===== src/rtl/vga_timing_pkg.sv =====
// Shared timing types and helpers for the VGA raster generator.
// An axis is described by its four segment lengths in pixel or line units.
package vga_timing_pkg;

  typedef struct packed {
    int unsigned visible;
    int unsigned front;
    int unsigned sync;
    int unsigned back;
  } timing_t;

  localparam timing_t VGA_640X480_H = '{visible: 640, front: 16, sync: 96, back: 48};
  localparam timing_t VGA_640X480_V = '{visible: 480, front: 10, sync: 2, back: 33};

  function automatic int unsigned total_len(timing_t t);
    return t.visible + t.front + t.sync + t.back;
  endfunction

  function automatic int unsigned sync_start(timing_t t);
    return t.visible + t.front;
  endfunction

  function automatic int unsigned sync_end(timing_t t);
    return t.visible + t.front + t.sync;
  endfunction

endpackage


===== src/rtl/vga_axis_counter.sv =====
// One raster axis: wrapping position counter plus visible/sync region decode
// of the current count. Used once per line (h) and once per frame (v).
module vga_axis_counter
  import vga_timing_pkg::*;
#(
  parameter timing_t     LEN = VGA_640X480_H,
  parameter int unsigned W   = 10
) (
  input  logic         clk_i,
  input  logic         rst_ni,
  input  logic         adv_i,
  output logic [W-1:0] count_o,
  output logic         wrap_o,
  output logic         visible_o,
  output logic         sync_o
);

  localparam int unsigned       TOTAL     = total_len(LEN);
  localparam longint unsigned   MAX_TOTAL = 64'd1 << W;

  if (LEN.visible == 0 || LEN.front == 0 || LEN.sync == 0 || LEN.back == 0) begin : g_len_zero
    $error("vga_axis_counter: every segment length must be non-zero");
  end

  if (64'(TOTAL) > MAX_TOTAL) begin : g_len_wide
    $error("vga_axis_counter: axis total does not fit in the coordinate width");
  end

  localparam logic [W-1:0] LAST    = W'(TOTAL - 1);
  localparam logic [W-1:0] VIS_END = W'(LEN.visible);
  localparam logic [W-1:0] SYNC_LO = W'(sync_start(LEN));
  localparam logic [W-1:0] SYNC_HI = W'(sync_end(LEN));

  logic [W-1:0] count_q, count_d;

  assign wrap_o    = (count_q == LAST);
  assign visible_o = (count_q < VIS_END);
  assign sync_o    = (count_q >= SYNC_LO) && (count_q < SYNC_HI);
  assign count_o   = count_q;

  always_comb begin
    count_d = count_q;
    if (adv_i) begin
      count_d = wrap_o ? '0 : count_q + 1'b1;
    end
  end

  always_ff @(posedge clk_i or negedge rst_ni) begin
    if (!rst_ni) begin
      count_q <= '0;
    end else begin
      count_q <= count_d;
    end
  end

endmodule


===== src/rtl/vga_timing_gen.sv =====
// Parametrised VGA raster timing generator with pixel clock-enable.
// Every output is registered from the same (h,v) decode, so all outputs describe one pixel.
module vga_timing_gen
  import vga_timing_pkg::*;
#(
  parameter int unsigned H_VISIBLE         = 640,
  parameter int unsigned H_FRONT           = 16,
  parameter int unsigned H_SYNC            = 96,
  parameter int unsigned H_BACK            = 48,
  parameter int unsigned V_VISIBLE         = 480,
  parameter int unsigned V_FRONT           = 10,
  parameter int unsigned V_SYNC            = 2,
  parameter int unsigned V_BACK            = 33,
  parameter bit          HSYNC_ACTIVE_HIGH = 1'b0,
  parameter bit          VSYNC_ACTIVE_HIGH = 1'b0,
  parameter int unsigned COORD_W           = 10,
  parameter int unsigned FRAME_W           = 8
) (
  input  logic               clk_i,
  input  logic               rst_ni,
  input  logic               pix_en_i,
  output logic               hsync_o,
  output logic               vsync_o,
  output logic               visible_o,
  output logic [COORD_W-1:0] position_x_o,
  output logic [COORD_W-1:0] position_y_o,
  output logic               line_start_o,
  output logic               frame_start_o,
  output logic [FRAME_W-1:0] frame_count_o
);

  localparam timing_t H_LEN = '{visible: H_VISIBLE, front: H_FRONT, sync: H_SYNC, back: H_BACK};
  localparam timing_t V_LEN = '{visible: V_VISIBLE, front: V_FRONT, sync: V_SYNC, back: V_BACK};
  localparam logic    HS_ON = HSYNC_ACTIVE_HIGH;
  localparam logic    VS_ON = VSYNC_ACTIVE_HIGH;

  logic [COORD_W-1:0] h_count, v_count;
  logic               h_wrap, v_wrap, h_vis, v_vis, h_sync, v_sync;

  vga_axis_counter #(.LEN(H_LEN), .W(COORD_W)) u_h_axis (
    .clk_i     (clk_i),
    .rst_ni    (rst_ni),
    .adv_i     (pix_en_i),
    .count_o   (h_count),
    .wrap_o    (h_wrap),
    .visible_o (h_vis),
    .sync_o    (h_sync)
  );

  vga_axis_counter #(.LEN(V_LEN), .W(COORD_W)) u_v_axis (
    .clk_i     (clk_i),
    .rst_ni    (rst_ni),
    .adv_i     (pix_en_i & h_wrap),
    .count_o   (v_count),
    .wrap_o    (v_wrap),
    .visible_o (v_vis),
    .sync_o    (v_sync)
  );

  logic               hsync_q, hsync_d;
  logic               vsync_q, vsync_d;
  logic               visible_q, visible_d;
  logic [COORD_W-1:0] pos_x_q, pos_x_d;
  logic [COORD_W-1:0] pos_y_q, pos_y_d;
  logic               line_start_q, line_start_d;
  logic               frame_start_q, frame_start_d;
  logic [FRAME_W-1:0] frame_count_q, frame_count_d;
  // Completed frames so far; copied into frame_count_q when the next (0,0) is decoded.
  logic [FRAME_W-1:0] frames_done_q, frames_done_d;

  always_comb begin
    hsync_d       = hsync_q;
    vsync_d       = vsync_q;
    visible_d     = visible_q;
    pos_x_d       = pos_x_q;
    pos_y_d       = pos_y_q;
    line_start_d  = 1'b0;
    frame_start_d = 1'b0;
    frame_count_d = frame_count_q;
    frames_done_d = frames_done_q;
    if (pix_en_i) begin
      hsync_d       = h_sync ? HS_ON : ~HS_ON;
      vsync_d       = v_sync ? VS_ON : ~VS_ON;
      visible_d     = h_vis & v_vis;
      pos_x_d       = h_count;
      pos_y_d       = v_count;
      line_start_d  = (h_count == '0);
      frame_start_d = (h_count == '0) && (v_count == '0);
      frame_count_d = frames_done_q;
      if (h_wrap && v_wrap) begin
        frames_done_d = frames_done_q + 1'b1;
      end
    end
  end

  always_ff @(posedge clk_i or negedge rst_ni) begin
    if (!rst_ni) begin
      hsync_q       <= ~HS_ON;
      vsync_q       <= ~VS_ON;
      visible_q     <= 1'b0;
      pos_x_q       <= '0;
      pos_y_q       <= '0;
      line_start_q  <= 1'b0;
      frame_start_q <= 1'b0;
      frame_count_q <= '0;
      frames_done_q <= '0;
    end else begin
      hsync_q       <= hsync_d;
      vsync_q       <= vsync_d;
      visible_q     <= visible_d;
      pos_x_q       <= pos_x_d;
      pos_y_q       <= pos_y_d;
      line_start_q  <= line_start_d;
      frame_start_q <= frame_start_d;
      frame_count_q <= frame_count_d;
      frames_done_q <= frames_done_d;
    end
  end

  assign hsync_o       = hsync_q;
  assign vsync_o       = vsync_q;
  assign visible_o     = visible_q;
  assign position_x_o  = pos_x_q;
  assign position_y_o  = pos_y_q;
  assign line_start_o  = line_start_q;
  assign frame_start_o = frame_start_q;
  assign frame_count_o = frame_count_q;

endmodule

===== config.mk =====
export PLATFORM = sky130hd
export DESIGN_NAME = vga_timing_gen
export DESIGN_NICKNAME = d
export VERILOG_FILES = /design/src/rtl/vga_timing_pkg.sv /design/src/rtl/vga_axis_counter.sv /design/src/rtl/vga_timing_gen.sv
export SDC_FILE = /design/constraint.sdc
export NUM_CORES = 1
export LEC_CHECK = 0
export CORE_MARGIN = 2
export CORE_UTILIZATION = 55
export CTS_CLUSTER_SIZE = 16
export DETAILED_ROUTE_END_ITERATION = 16
export HOLD_SLACK_MARGIN = 0.1
export PLACE_DENSITY = 0.79
export SLEW_MARGIN = 20
export SYNTH_ARGS = -nofsm -noshare
export SYNTH_HDL_FRONTEND = slang
export SYNTH_SLANG_ARGS = --single-unit

===== constraint.sdc =====
create_clock -name clk_i -period 4.3 [get_ports clk_i]
set_clock_uncertainty 0.2 [all_clocks]
set_input_delay 0.43 -clock clk_i [delete_from_list [all_inputs] [get_ports clk_i]]
set_output_delay 0.43 -clock clk_i [all_outputs]
set_load 0.005 [all_outputs]

==> results of run 1 <==
worst max-delay path by stage:
| stage | start | to | slack, ns | depth (start not counted) |
|---|---|---|---|---|
| 2_1_floorplan | u_v_axis.count_o[0] | frames_done_q[7] | 2.54 | 7 |
| 3_3_place_gp | pix_en_i | frames_done_q[1] | 1.52 | 6 |
| 3_5_place_dp | pix_en_i | frames_done_q[1] | 1.44 | 6 |
| 4_1_cts | pix_en_i | frames_done_q[1] | 1.80 | 6 |
| 5_1_grt | pix_en_i | frames_done_q[1] | 1.64 | 6 |
| 6_report | pix_en_i | frames_done_q[1] | 1.79 | 6 |
per-stage QoR:
step	hold WS [ns]	utilization, %	setup WS [ns]	area (um^2)
6_report	0.288	69.4	1.79	3340
5_1_grt	0.316	69.4	1.64	3340
4_1_cts	0.289	69.4	1.80	3340
3_5_place_dp	0.275	65.6	1.44	3160
3_3_place_gp	0.280	65.6	1.52	3160
2_1_floorplan	-0.0656	-	2.54	2800
Yosys cell counts:
| library cell | number | area share [%] |
|---|---|---|
| sky130_fd_sc_hd__a21o_1 | 1 | 0.27 |
| sky130_fd_sc_hd__a21o_2 | 1 | 0.31 |
| sky130_fd_sc_hd__a21oi_1 | 4 | 0.72 |
| sky130_fd_sc_hd__a31oi_1 | 1 | 0.22 |
| sky130_fd_sc_hd__a41o_1 | 1 | 0.36 |
| sky130_fd_sc_hd__and2_1 | 1 | 0.22 |
| sky130_fd_sc_hd__and3_1 | 6 | 1.3 |
| sky130_fd_sc_hd__and3_2 | 3 | 0.81 |
| sky130_fd_sc_hd__and4_1 | 2 | 0.63 |
| sky130_fd_sc_hd__and4_2 | 1 | 0.36 |
| sky130_fd_sc_hd__and4b_2 | 1 | 0.40 |
| sky130_fd_sc_hd__buf_2 | 4 | 0.72 |
| sky130_fd_sc_hd__buf_6 | 3 | 1.2 |
| sky130_fd_sc_hd__clkbuf_1 | 7 | 0.94 |
| sky130_fd_sc_hd__dfrtp_1 | 59 | 53 |
| sky130_fd_sc_hd__dfstp_2 | 2 | 1.9 |
| sky130_fd_sc_hd__ha_1 | 6 | 2.7 |
| sky130_fd_sc_hd__inv_1 | 6 | 0.81 |
| sky130_fd_sc_hd__mux2_2 | 29 | 12 |
| sky130_fd_sc_hd__mux2i_1 | 1 | 0.36 |
| sky130_fd_sc_hd__nand2_1 | 10 | 1.3 |
| sky130_fd_sc_hd__nand3_1 | 17 | 3.0 |
| sky130_fd_sc_hd__nand3_2 | 2 | 0.72 |
| sky130_fd_sc_hd__nand4_1 | 5 | 1.1 |
| sky130_fd_sc_hd__nor2_1 | 10 | 1.3 |
| sky130_fd_sc_hd__nor2_4 | 1 | 0.40 |
| sky130_fd_sc_hd__nor2b_1 | 2 | 0.45 |
| sky130_fd_sc_hd__nor3_1 | 5 | 0.90 |
| sky130_fd_sc_hd__nor4_1 | 3 | 0.67 |
| sky130_fd_sc_hd__nor4_2 | 1 | 0.45 |
| sky130_fd_sc_hd__nor4_4 | 2 | 1.5 |
| sky130_fd_sc_hd__nor4b_1 | 3 | 0.94 |
| sky130_fd_sc_hd__nor4b_2 | 1 | 0.54 |
| sky130_fd_sc_hd__o21ai_0 | 9 | 1.6 |
| sky130_fd_sc_hd__o221ai_1 | 1 | 0.31 |
| sky130_fd_sc_hd__o31ai_1 | 1 | 0.27 |
| sky130_fd_sc_hd__xnor2_1 | 9 | 2.8 |
| sky130_fd_sc_hd__xor2_1 | 9 | 2.8 |
flip-flops by register name, summed over array words and instances, names as in the netlist:
signal	cells
position_x_o	10
position_y_o	10
u_h_axis.count_o	10
u_v_axis.count_o	10
frame_count_o	8
frames_done_q	8
frame_start_o	1
hsync_o	1
line_start_o	1
visible_o	1
vsync_o	1
what timing repair did:
action | in CTS | in global routing
endpoints found under the setup margin | 0 | 0
hold endpoints to repair | 59 | 0
hold buffers | 1 | 0
critical path: stages:
cell	delay, ns
sky130_fd_sc_hd__clkdlybuf4s50_1	0.45
sky130_fd_sc_hd__buf_4	0.40
sky130_fd_sc_hd__and4_1	0.34
sky130_fd_sc_hd__nand3_2	0.27
sky130_fd_sc_hd__nor2_1	0.26
sky130_fd_sc_hd__mux2_2	0.35
cell families after synthesis:
kind of cell    count (synthesis)
compound gates                 19
flops                          61
mux                            30
fa+ha+maj                       6
xor+xnor                       18
buf+inv                        20
simple gates                   76
per-layer routing:
metal,GRT usage [%],vias to the layer above,part of all wire (%)
met5,0,-,0
met4,9.36,0,1.8
met3,5.95,8,3.8
met2,29.6,42,47
met1,26.5,895,47
li1,-,887,-
power groups by stage:
stage          Combinational, mW  Clock (mW)  Sequential [mW]
3_5_place_dp               0.162           0            0.694
3_3_place_gp               0.159           0            0.693
2_1_floorplan              0.107           0            0.665
4_1_cts                    0.165       0.454            0.684
5_1_grt                    0.180       0.479            0.695
6_report                   0.161       0.441            0.684
final cells by class:
cell class / count / area, um^2
sequential: 61 / 1530
fill: 390 / 1480
multi-input combinational: 149 / 1160
timing repair buffer: 38 / 370
clock buffer: 14 / 163
tap: 67 / 83.8
inverter: 6 / 22.5
clock inverter: 2 / 10.0
==> parameters.txt, run 1 <==
Parameter                              Value

Routing
  Number of detailed-route iterations in the first pass ... 4
  Number of nets with antenna violations after routing ... 0
  Ratio of routed vias to standard cells ... 5.44
  Drt drc ... 0
  1st-iter DRT viols ... 159
  Routed length per instance ... 14.7 um
  Routed WL ... 4960 um
  Total vias in the final route ... 1832

Yosys
  Mapped Cells ... 230
  Xor and xnor fraction of the mapped netlist area ... 5.64%
  Number of library cell types mapped by synthesis ... 38
  Dominant combinational cell family by area after synthesis ... simple AND/OR/NAND/NOR gates
  Mapped cell area ... 2800 um^2
  Synthesized area per cell ... 12.2 um^2
  Register area share after synthesis ... 54.7%
  Post-Syn Nets ... 239
  Number of storage elements in the synthesis netlist ... 61
  Synth Area in Compound Gates ... 4.07%
  Post-synthesis share of cell area spent on and, or, nand and nor gates ... 17.2%
  Warnings from Yosys ... 0
  Proportion of synthesized area in mux cells ... 12.0%
  Adder-cell share of the synthesized area ... 2.69%

Global route
  Number of global-route vias before repair ... 1674
  Overall fraction of global-route tracks in use ... 19.7%
  First-pass GRT wire length ... 8120 um
  Pin count of the biggest net entering global routing ... 62
  Antenna violations before repair ... 0
  Total congestion overflow ... 0

Setup path
  Element type at the critical path end ... register
  CP required ... 4.31 ns
  CP Max Fanout ... 43
  Worst Path Arrival ... 2.52 ns
  Critical path launch point type ... primary input
  WS Path Type ... primary input to register
  Cells on worst reg2reg path ... 6
  Reg-to-reg critical path endpoint ... frames_done_q[1]
  R2R setup slack ... 2.12 ns
  Origin of the critical flop-to-flop path ... u_v_axis.count_o[0]

Timing
  Setup repair after global routing missed its margin ... no
  Pin slew with the least headroom to its limit ... 0.733 ns
  Maximum clock rate ... 399 MHz
  Setup Total Neg Slack ... 0 ns
  Max Transition Viols Final ... 0
  Max transition margin ... 51.1%
  Tcrit/Tclk final ... 58.3%
  # setup viols final ... 0
  Final min period ... 2.51 ns
  Final-report hold violation count ... 0

Floorplanning
  Vertical extent of the die ... 75.3 um
  Effective utilization at floorplan ... 58.0%
  Floorplan row count ... 25
  Core outline area ... 4820 um^2
  Die Width ... 75.3 um
  Full die area ... 5670 um^2
  Total I/O pin count ... 36

Pwr
  Share of power burned in combinational logic ... 12.5%
  Switching Share ... 25.6%
  Pwr/cell area ... 385 nW/um^2
  Total internal power ... 0.957 mW
  Portion of total power attributed to sequential cells ... 53.2%
  Static power due to leakage ... 1.54 nW
  Net Sw Power ... 0.329 mW
  Largest voltage drop on the vdd net ... 0.000287 V
  Relative contribution of the clock network to total power ... 34.3%
  Overall power after layout ... 1.29 mW

Clock tree
  Clock Latency Late Sink ... 0.33 ns
  Maximum number of buffers from clock root to sink ... 2
  Clock-pin slew of the registers on the worst-case setup and hold paths ... 0.06 ns
  Post-CTS setup buffer count ... 0
  Count of instances resized after the clock tree is built ... 0
  Clock tree sinks ... 61
  Root Buffer Master ... sky130_fd_sc_hd__clkbuf_8
  Inserted Clock Buffers ... 9
  H-tree level count ... 3
  Clock tree from TritonCTS ... yes

Hold path
  Worst hold stages ... 1
  Worst min-delay path endpoint ... frames_done_q[7]
  HP Class ... register to register
  Launch point of the worst hold path ... frames_done_q[7]

Placed design
  Buffers added on ports ... 35
  Placer's final routability congestion estimate ... 0.843
  Cell count after placement ... 320
  Total half-perimeter wirelength after legalization and detailed placement ... 3340 um

Status
  Outcome ... complete, no violations

Layout
  ANT cells ... 0
  Fraction of layout cells with a size suffix above 1 ... 22.2%
  Net total in the final layout ... 274
  Highest-count cells in the layout ignoring fill and taps ... 59 x sky130_fd_sc_hd__dfrtp_1, 34 x sky130_fd_sc_hd__clkdlybuf4s50_1, 29 x sky130_fd_sc_hd__mux2_2
  Area overhead of the layout relative to synthesis ... 19.6%
  Final Non-Filler Cells ... 337
  Leading cell type in the layout, fill and taps excluded ... sky130_fd_sc_hd__dfrtp_1

Job
  Number of max-cap violations ... 0
No activity file was read; power rests on OpenSTA's default activity.
==> run 2, diff against run 1 <==
Clock period 4.3 ns to 2.44 ns, I/O delays scaled along.
==> run 2 against run 1 <==
Against the previous run:
- cell count rose by 0.89%
- sequential power up 77%
- combinational power is 78% higher
- largest cell class unchanged
- critical path type is now register to register
- routed wire length grew 1.3%
- global-route usage increased by 0.47 points
- critical endpoint unchanged
- highest routed layer unchanged
==> parameters.txt, run 2 (synthesized netlist as in run 1, its figures left out) <==
Parameter                              Value

Status
  Outcome ... complete, no violations

Pwr
  Largest voltage drop on the vdd net ... 0.000443 V (+55%)
  Pwr/cell area ... 696 nW/um^2 (+81%)
  Static power due to leakage ... 1.57 nW (+2.1%)

Setup path
  CP Launch Point ... u_h_axis.count_o[1]
  Worst Path Arrival ... 2.17 ns (-0.35 ns)
  Element type at the critical path end ... register
  Cells on worst reg2reg path ... 5 (-1)
  Critical path launch point type ... register
  CP Max Fanout ... 11 (-74%)
  Origin of the critical flop-to-flop path ... u_h_axis.count_o[1]
  R2R setup slack ... 0.29 ns (-1.83 ns)
  Endpoint of the most critical setup path ... frames_done_q[1]
  WS Path Type ... register to register
  Reg-to-reg critical path endpoint ... frames_done_q[1]
  CP required ... 2.46 ns (-1.85 ns)

Clock tree
  Post-CTS setup buffer count ... 0 (unchanged)
  Maximum number of buffers from clock root to sink ... 2 (unchanged)
  Clock tree sinks ... 61 (unchanged)
  Inserted Clock Buffers ... 9 (unchanged)
  H-tree level count ... 3 (unchanged)
  Clock-pin slew of the registers on the worst-case setup and hold paths ... 0.07 ns (about the same)
  Clock Latency Late Sink ... 0.33 ns (about the same)
  Count of instances resized after the clock tree is built ... 0 (unchanged)
  Clock tree from TritonCTS ... yes
  Root Buffer Master ... sky130_fd_sc_hd__clkbuf_8
  Hold buffer count at cts ... 1 (unchanged)

Floorplanning
  Effective utilization at floorplan ... 58.0% (unchanged)
  Total I/O pin count ... 36 (unchanged)
  Core outline area ... 4820 um^2 (unchanged)
  Die Width ... 75.3 um (unchanged)
  Floorplan row count ... 25 (unchanged)
  Vertical extent of the die ... 75.3 um (unchanged)
  Full die area ... 5670 um^2 (unchanged)

Timing
  Setup Total Neg Slack ... 0 ns (unchanged)
  Setup repair after global routing missed its margin ... no
  # setup viols final ... 0 (unchanged)
  Tcrit/Tclk final ... 88.2%
  Final-report hold violation count ... 0 (unchanged)
  Final min period ... 2.15 ns
  Max Transition Viols Final ... 0 (unchanged)
  Final hold slack ... 0.260 ns (-0.0286 ns)
  Max transition margin ... 68.6% (+18 points)
  Maximum clock rate ... 465 MHz
  Pin slew with the least headroom to its limit ... 0.470 ns (-0.263 ns)

Layout
  Fraction of layout cells with a size suffix above 1 ... 23.8% (+1.6 points)
  Net total in the final layout ... 277 (+1.1%)
  Number of fill cells ... 376 (-3.6%)
  Area overhead of the layout relative to synthesis ... 21.5%
  End-of-flow core utilization ... 70.5% (+1.1 points)
  ANT cells ... 0 (unchanged)
  Area taken by multi-input logic gates ... 1160 um^2 (unchanged)
  Reg area ... 1530 um^2 (unchanged)
  Highest-count cells in the layout ignoring fill and taps ... 59 x sky130_fd_sc_hd__dfrtp_1, 34 x sky130_fd_sc_hd__clkdlybuf4s50_1, 29 x sky130_fd_sc_hd__mux2_2
  Leading cell type in the layout, fill and taps excluded ... sky130_fd_sc_hd__dfrtp_1

Routing
  Drt drc ... 0 (unchanged)
  Routed length per instance ... 14.8 um (+0.38%)
  Number of detailed-route iterations in the first pass ... 4 (unchanged)
  Total vias in the final route ... 1867 (+1.9%)
  Number of nets with antenna violations after routing ... 0 (unchanged)
  Routed WL ... 5020 um (+1.3%)
  1st-iter DRT viols ... 138 (-13%)
  Ratio of routed vias to standard cells ... 5.49 (+1.0%)

Hold path
  HP Class ... primary input to async pin

Global route
  First-pass GRT wire length ... 8380 um (+3.1%)
  Overall fraction of global-route tracks in use ... 20.2% (+0.47 points)
  Total congestion overflow ... 0 (unchanged)
  Number of global-route vias before repair ... 1799 (+7.5%)
  Pin count of the biggest net entering global routing ... 62 (unchanged)
  Antenna violations before repair ... 0 (unchanged)

Placed design
  Total half-perimeter wirelength after legalization and detailed placement ... 3330 um (-0.42%)
  Buffers added on ports ... 35 (unchanged)
  Placer's final routability congestion estimate ... 0.840 (-0.37%)

Job
  Number of max-cap violations ... 0 (unchanged)
run 2: changes by cell type in the layout (fill, tap and decap cells not counted), sizes merged:
cell and delta:
buf +3, bufinv +1, clkbuf -3, clkinv +2
run 2: critical path, cell delays in order (launching register included):
cell and delay, ns:
sky130_fd_sc_hd__dfrtp_1 0.40, sky130_fd_sc_hd__ha_1 0.23, sky130_fd_sc_hd__and4_1 0.28, sky130_fd_sc_hd__nand3_2 0.27, sky130_fd_sc_hd__nor2_1 0.29, sky130_fd_sc_hd__mux2_2 0.37
run 2: cell type report:
cell class	count	area share (%)
sequential	61	45.0
clock buffer	11	4.16
multi-input combinational	149	34.3
tap	67	2.47
inverter	6	0.663
clock inverter	5	1.47
timing repair buffer	41	11.9
run 2: how the worst min path moves through the flow:
stage                               end  slack (ns)  depth (start not counted)
CTS                     position_y_o[4]        0.26                          3
detailed placement      position_y_o[5]        0.08                          2
finish              u_v_axis.count_o[3]        0.26                          3
global placement        position_y_o[5]        0.08                          2
floorplan              frame_count_o[0]       -0.25                          0
global route            position_y_o[4]        0.28                          3
run 2: per-stage QoR:
stage / worst slack (ns) / cell area (um^2) / instances / power [mW]
3_3_place_gp: 0.223 / 3190 / 323 / 1.51
4_1_cts: 0.302 / 3400 / 340 / 2.39
5_1_grt: 0.194 / 3400 / 340 / 2.48
6_report: 0.287 / 3400 / 340 / 2.36
2_1_floorplan: 0.679 / 2800 / 230 / 1.36
3_5_place_dp: 0.151 / 3190 / 323 / 1.51
run 2: where the power goes:
group / switching (mW) / internal [mW]
Clock: 0.376 / 0.492
Combinational: 0.116 / 0.171
Sequential: 0.111 / 1.10
Total: 0.603 / 1.76
run 2: layer usage:
| layer | track usage (%) | share of wire [%] | up-vias |
|---|---|---|---|
| li1 | - | - | 894 |
| met5 | 0 | 0 | - |
| met1 | 26.4 | 46 | 929 |
| met3 | 6.75 | 4.4 | 8 |
| met2 | 30.9 | 48 | 36 |
| met4 | 8.97 | 1.6 | 0 |
==> run 3, diff against run 2 <==
Settings changed: CELL_PAD_IN_SITES_DETAIL_PLACEMENT set to 1, CELL_PAD_IN_SITES_GLOBAL_PLACEMENT set to 2, CORE_UTILIZATION 55 to 37, PLACE_DENSITY 0.79 to not set, PLACE_DENSITY_LB_ADDON set to 0.1.
==> run 3 against run 2 <==
Against the previous run:
- clock power increased by 9.2%
- die area increased by 46%
- core utilization fell by 23 points
- sequential power hardly changed
- maximum frequency down 1.3%
- cell count rose by 9.7%
==> parameters.txt, run 3 (synthesized netlist as in run 1, its figures left out) <==
Parameter                              Value

Status
  Outcome ... complete, no violations

Routing
  Total vias in the final route ... 1895 (+1.5%)
  1st-iter DRT viols ... 29 (-79%)
  Drt drc ... 0 (unchanged)
  Ratio of routed vias to standard cells ... 5.08 (-7.5%)
  Routed WL ... 5970 um (+19%)
  Number of nets with antenna violations after routing ... 0 (unchanged)
  Routed length per instance ... 16.0 um (+8.4%)
  Number of detailed-route iterations in the first pass ... 4 (unchanged)

Clock tree
  Clock tree from TritonCTS ... yes
  Root Buffer Master ... sky130_fd_sc_hd__clkbuf_8
  Inserted Clock Buffers ... 9 (unchanged)
  Clock-pin slew of the registers on the worst-case setup and hold paths ... 0.07 ns (about the same)
  Count of instances resized after the clock tree is built ... 0 (unchanged)
  H-tree level count ... 3 (unchanged)
  Clock tree sinks ... 61 (unchanged)
  Maximum number of buffers from clock root to sink ... 2 (unchanged)
  Clock Latency Late Sink ... 0.34 ns (about the same)

Global route
  Overall fraction of global-route tracks in use ... 16.0% (-4.2 points)
  Total congestion overflow ... 0 (unchanged)
  Pin count of the biggest net entering global routing ... 37 (-40%)
  Number of global-route vias before repair ... 1934 (+7.5%)
  Antenna violations before repair ... 0 (unchanged)
  First-pass GRT wire length ... 10200 um (+22%)

Pwr
  Pwr/cell area ... 708 nW/um^2 (+1.7%)
  Largest voltage drop on the vdd net ... 0.000450 V (+1.5%)
  Static power due to leakage ... 1.58 nW (+0.57%)

Timing
  Max transition margin ... 59.2% (-9.5 points)
  Setup repair after global routing missed its margin ... no
  Final WS setup ... 0.258 ns (-0.0292 ns)
  Tcrit/Tclk final ... 89.4% (+1.2 points)
  Maximum clock rate ... 458 MHz (-1.3%)
  Max Transition Viols Final ... 0 (unchanged)
  Final-report hold violation count ... 0 (unchanged)
  Setup Total Neg Slack ... 0 ns (unchanged)
  Pin slew with the least headroom to its limit ... 0.612 ns (+0.142 ns)
  Final min period ... 2.18 ns (+0.0292 ns)
  # setup viols final ... 0 (unchanged)

Layout
  End-of-flow core utilization ... 47.4% (-23 points)
  Final non-filler cell area ... 3460 um^2 (+1.8%)
  Fraction of layout cells with a size suffix above 1 ... 24.5% (+0.64 points)
  Highest-count cells in the layout ignoring fill and taps ... 59 x sky130_fd_sc_hd__dfrtp_1, 33 x sky130_fd_sc_hd__clkdlybuf4s50_1, 29 x sky130_fd_sc_hd__mux2_2
  Leading cell type in the layout, fill and taps excluded ... sky130_fd_sc_hd__dfrtp_1
  ANT cells ... 0 (unchanged)
  Area overhead of the layout relative to synthesis ... 23.7%
  Net total in the final layout ... 278 (+0.36%)

Setup path
  Critical path launch point type ... register
  R2R setup slack ... 0.26 ns (-0.03 ns)
  Cells on worst reg2reg path ... 6 (+1)
  CP required ... 2.47 ns (about the same)
  Reg-to-reg critical path endpoint ... frames_done_q[1]
  WS Path Type ... register to register
  CP Max Fanout ... 11 (unchanged)
  Element type at the critical path end ... register
  Worst Path Arrival ... 2.21 ns (+0.04 ns)
  Origin of the critical flop-to-flop path ... u_v_axis.count_o[0]

Placed design
  Instance area after placement ... 3240 um^2 (+1.3%)
  Buffers added on ports ... 35 (unchanged)
  Placer's final routability congestion estimate ... 0.740 (-12%)
  Pre-CTS WS ... 0.288 ns (+0.138 ns)
  Total half-perimeter wirelength after legalization and detailed placement ... 4130 um (+24%)

Floorplanning
  Full die area ... 8270 um^2 (+46%)
  Floorplan row count ... 31 (+24%)
  Die Width ... 90.9 um (+21%)
  Total I/O pin count ... 36 (unchanged)
  Core outline area ... 7290 um^2 (+51%)
  Vertical extent of the die ... 90.9 um (+21%)
  Effective utilization at floorplan ... 38.3% (-20 points)

Hold path
  Worst min-delay path endpoint ... hsync_o
  HP Class ... primary input to register
  Launch point of the worst hold path ... pix_en_i
  Worst hold stages ... 3

Job
  Number of max-cap violations ... 0 (unchanged)
run 3: changes by cell type in the layout (fill, tap and decap cells not counted):
cell	delta
sky130_fd_sc_hd__clkinv_2	-3
sky130_fd_sc_hd__clkinvlp_4	+1
sky130_fd_sc_hd__clkdlybuf4s50_1	-1
sky130_fd_sc_hd__buf_4	+1
sky130_fd_sc_hd__buf_2	+1
sky130_fd_sc_hd__clkbuf_8	+2
run 3: how the worst max path moves through the flow:
stage	from	end	slack, ns
5_1_grt	u_v_axis.count_o[0]	frames_done_q[1]	0.15
3_5_place_dp	u_v_axis.count_o[0]	frames_done_q[1]	0.29
2_1_floorplan	u_v_axis.count_o[0]	frames_done_q[7]	0.68
6_report	u_v_axis.count_o[0]	frames_done_q[1]	0.26
3_3_place_gp	u_v_axis.count_o[0]	frames_done_q[1]	0.38
4_1_cts	u_v_axis.count_o[0]	frames_done_q[1]	0.26
run 3: worst max-delay path, stage by stage, from the launching register on:
cell and delay [ns]:
sky130_fd_sc_hd__dfrtp_1 0.41, sky130_fd_sc_hd__inv_1 0.13, sky130_fd_sc_hd__ha_1 0.15, sky130_fd_sc_hd__nor2b_1 0.26, sky130_fd_sc_hd__nand3_2 0.30, sky130_fd_sc_hd__nor2_1 0.26, sky130_fd_sc_hd__mux2_2 0.36
run 3: per-layer routing:
layer  GRT usage, %  vias to the layer above  wire length, um
met5              0                        -                0
met3           4.42                       12              198
li1               -                      901                -
met4           7.32                        0              134
met1           21.5                      951             2820
met2           24.2                       31             2810
run 3: layout make-up:
cell class	instances	area, um^2
clock inverters	3	42.5
flip-flops and latches	61	1530
inverters	6	22.5
well taps	99	124
multi-input cells	149	1160
repair buffers	42	408
fillers	816	3830
clock buffers	13	169
run 3: through the flow:
stage | hold slack [ns] | cells | total power, mW
floorplan | -0.252 | 230 | 1.36
global placement | 0.0881 | 356 | 1.51
detailed placement | 0.0862 | 356 | 1.52
CTS | 0.150 | 373 | 2.49
global route | 0.182 | 373 | 2.58
finish | 0.152 | 373 | 2.45
run 3: power by group:
group | internal (mW) | switching [mW] | total (mW)
Clock | 0.554 | 0.395 | 0.949
Combinational | 0.171 | 0.122 | 0.294
Sequential | 1.10 | 0.110 | 1.21
run 3: timing repair:
action | 4_1_cts | 5_1_grt
hold endpoints to repair | 25 | 0
hold buffers | 1 | 0
setup buffers | 0 | 0
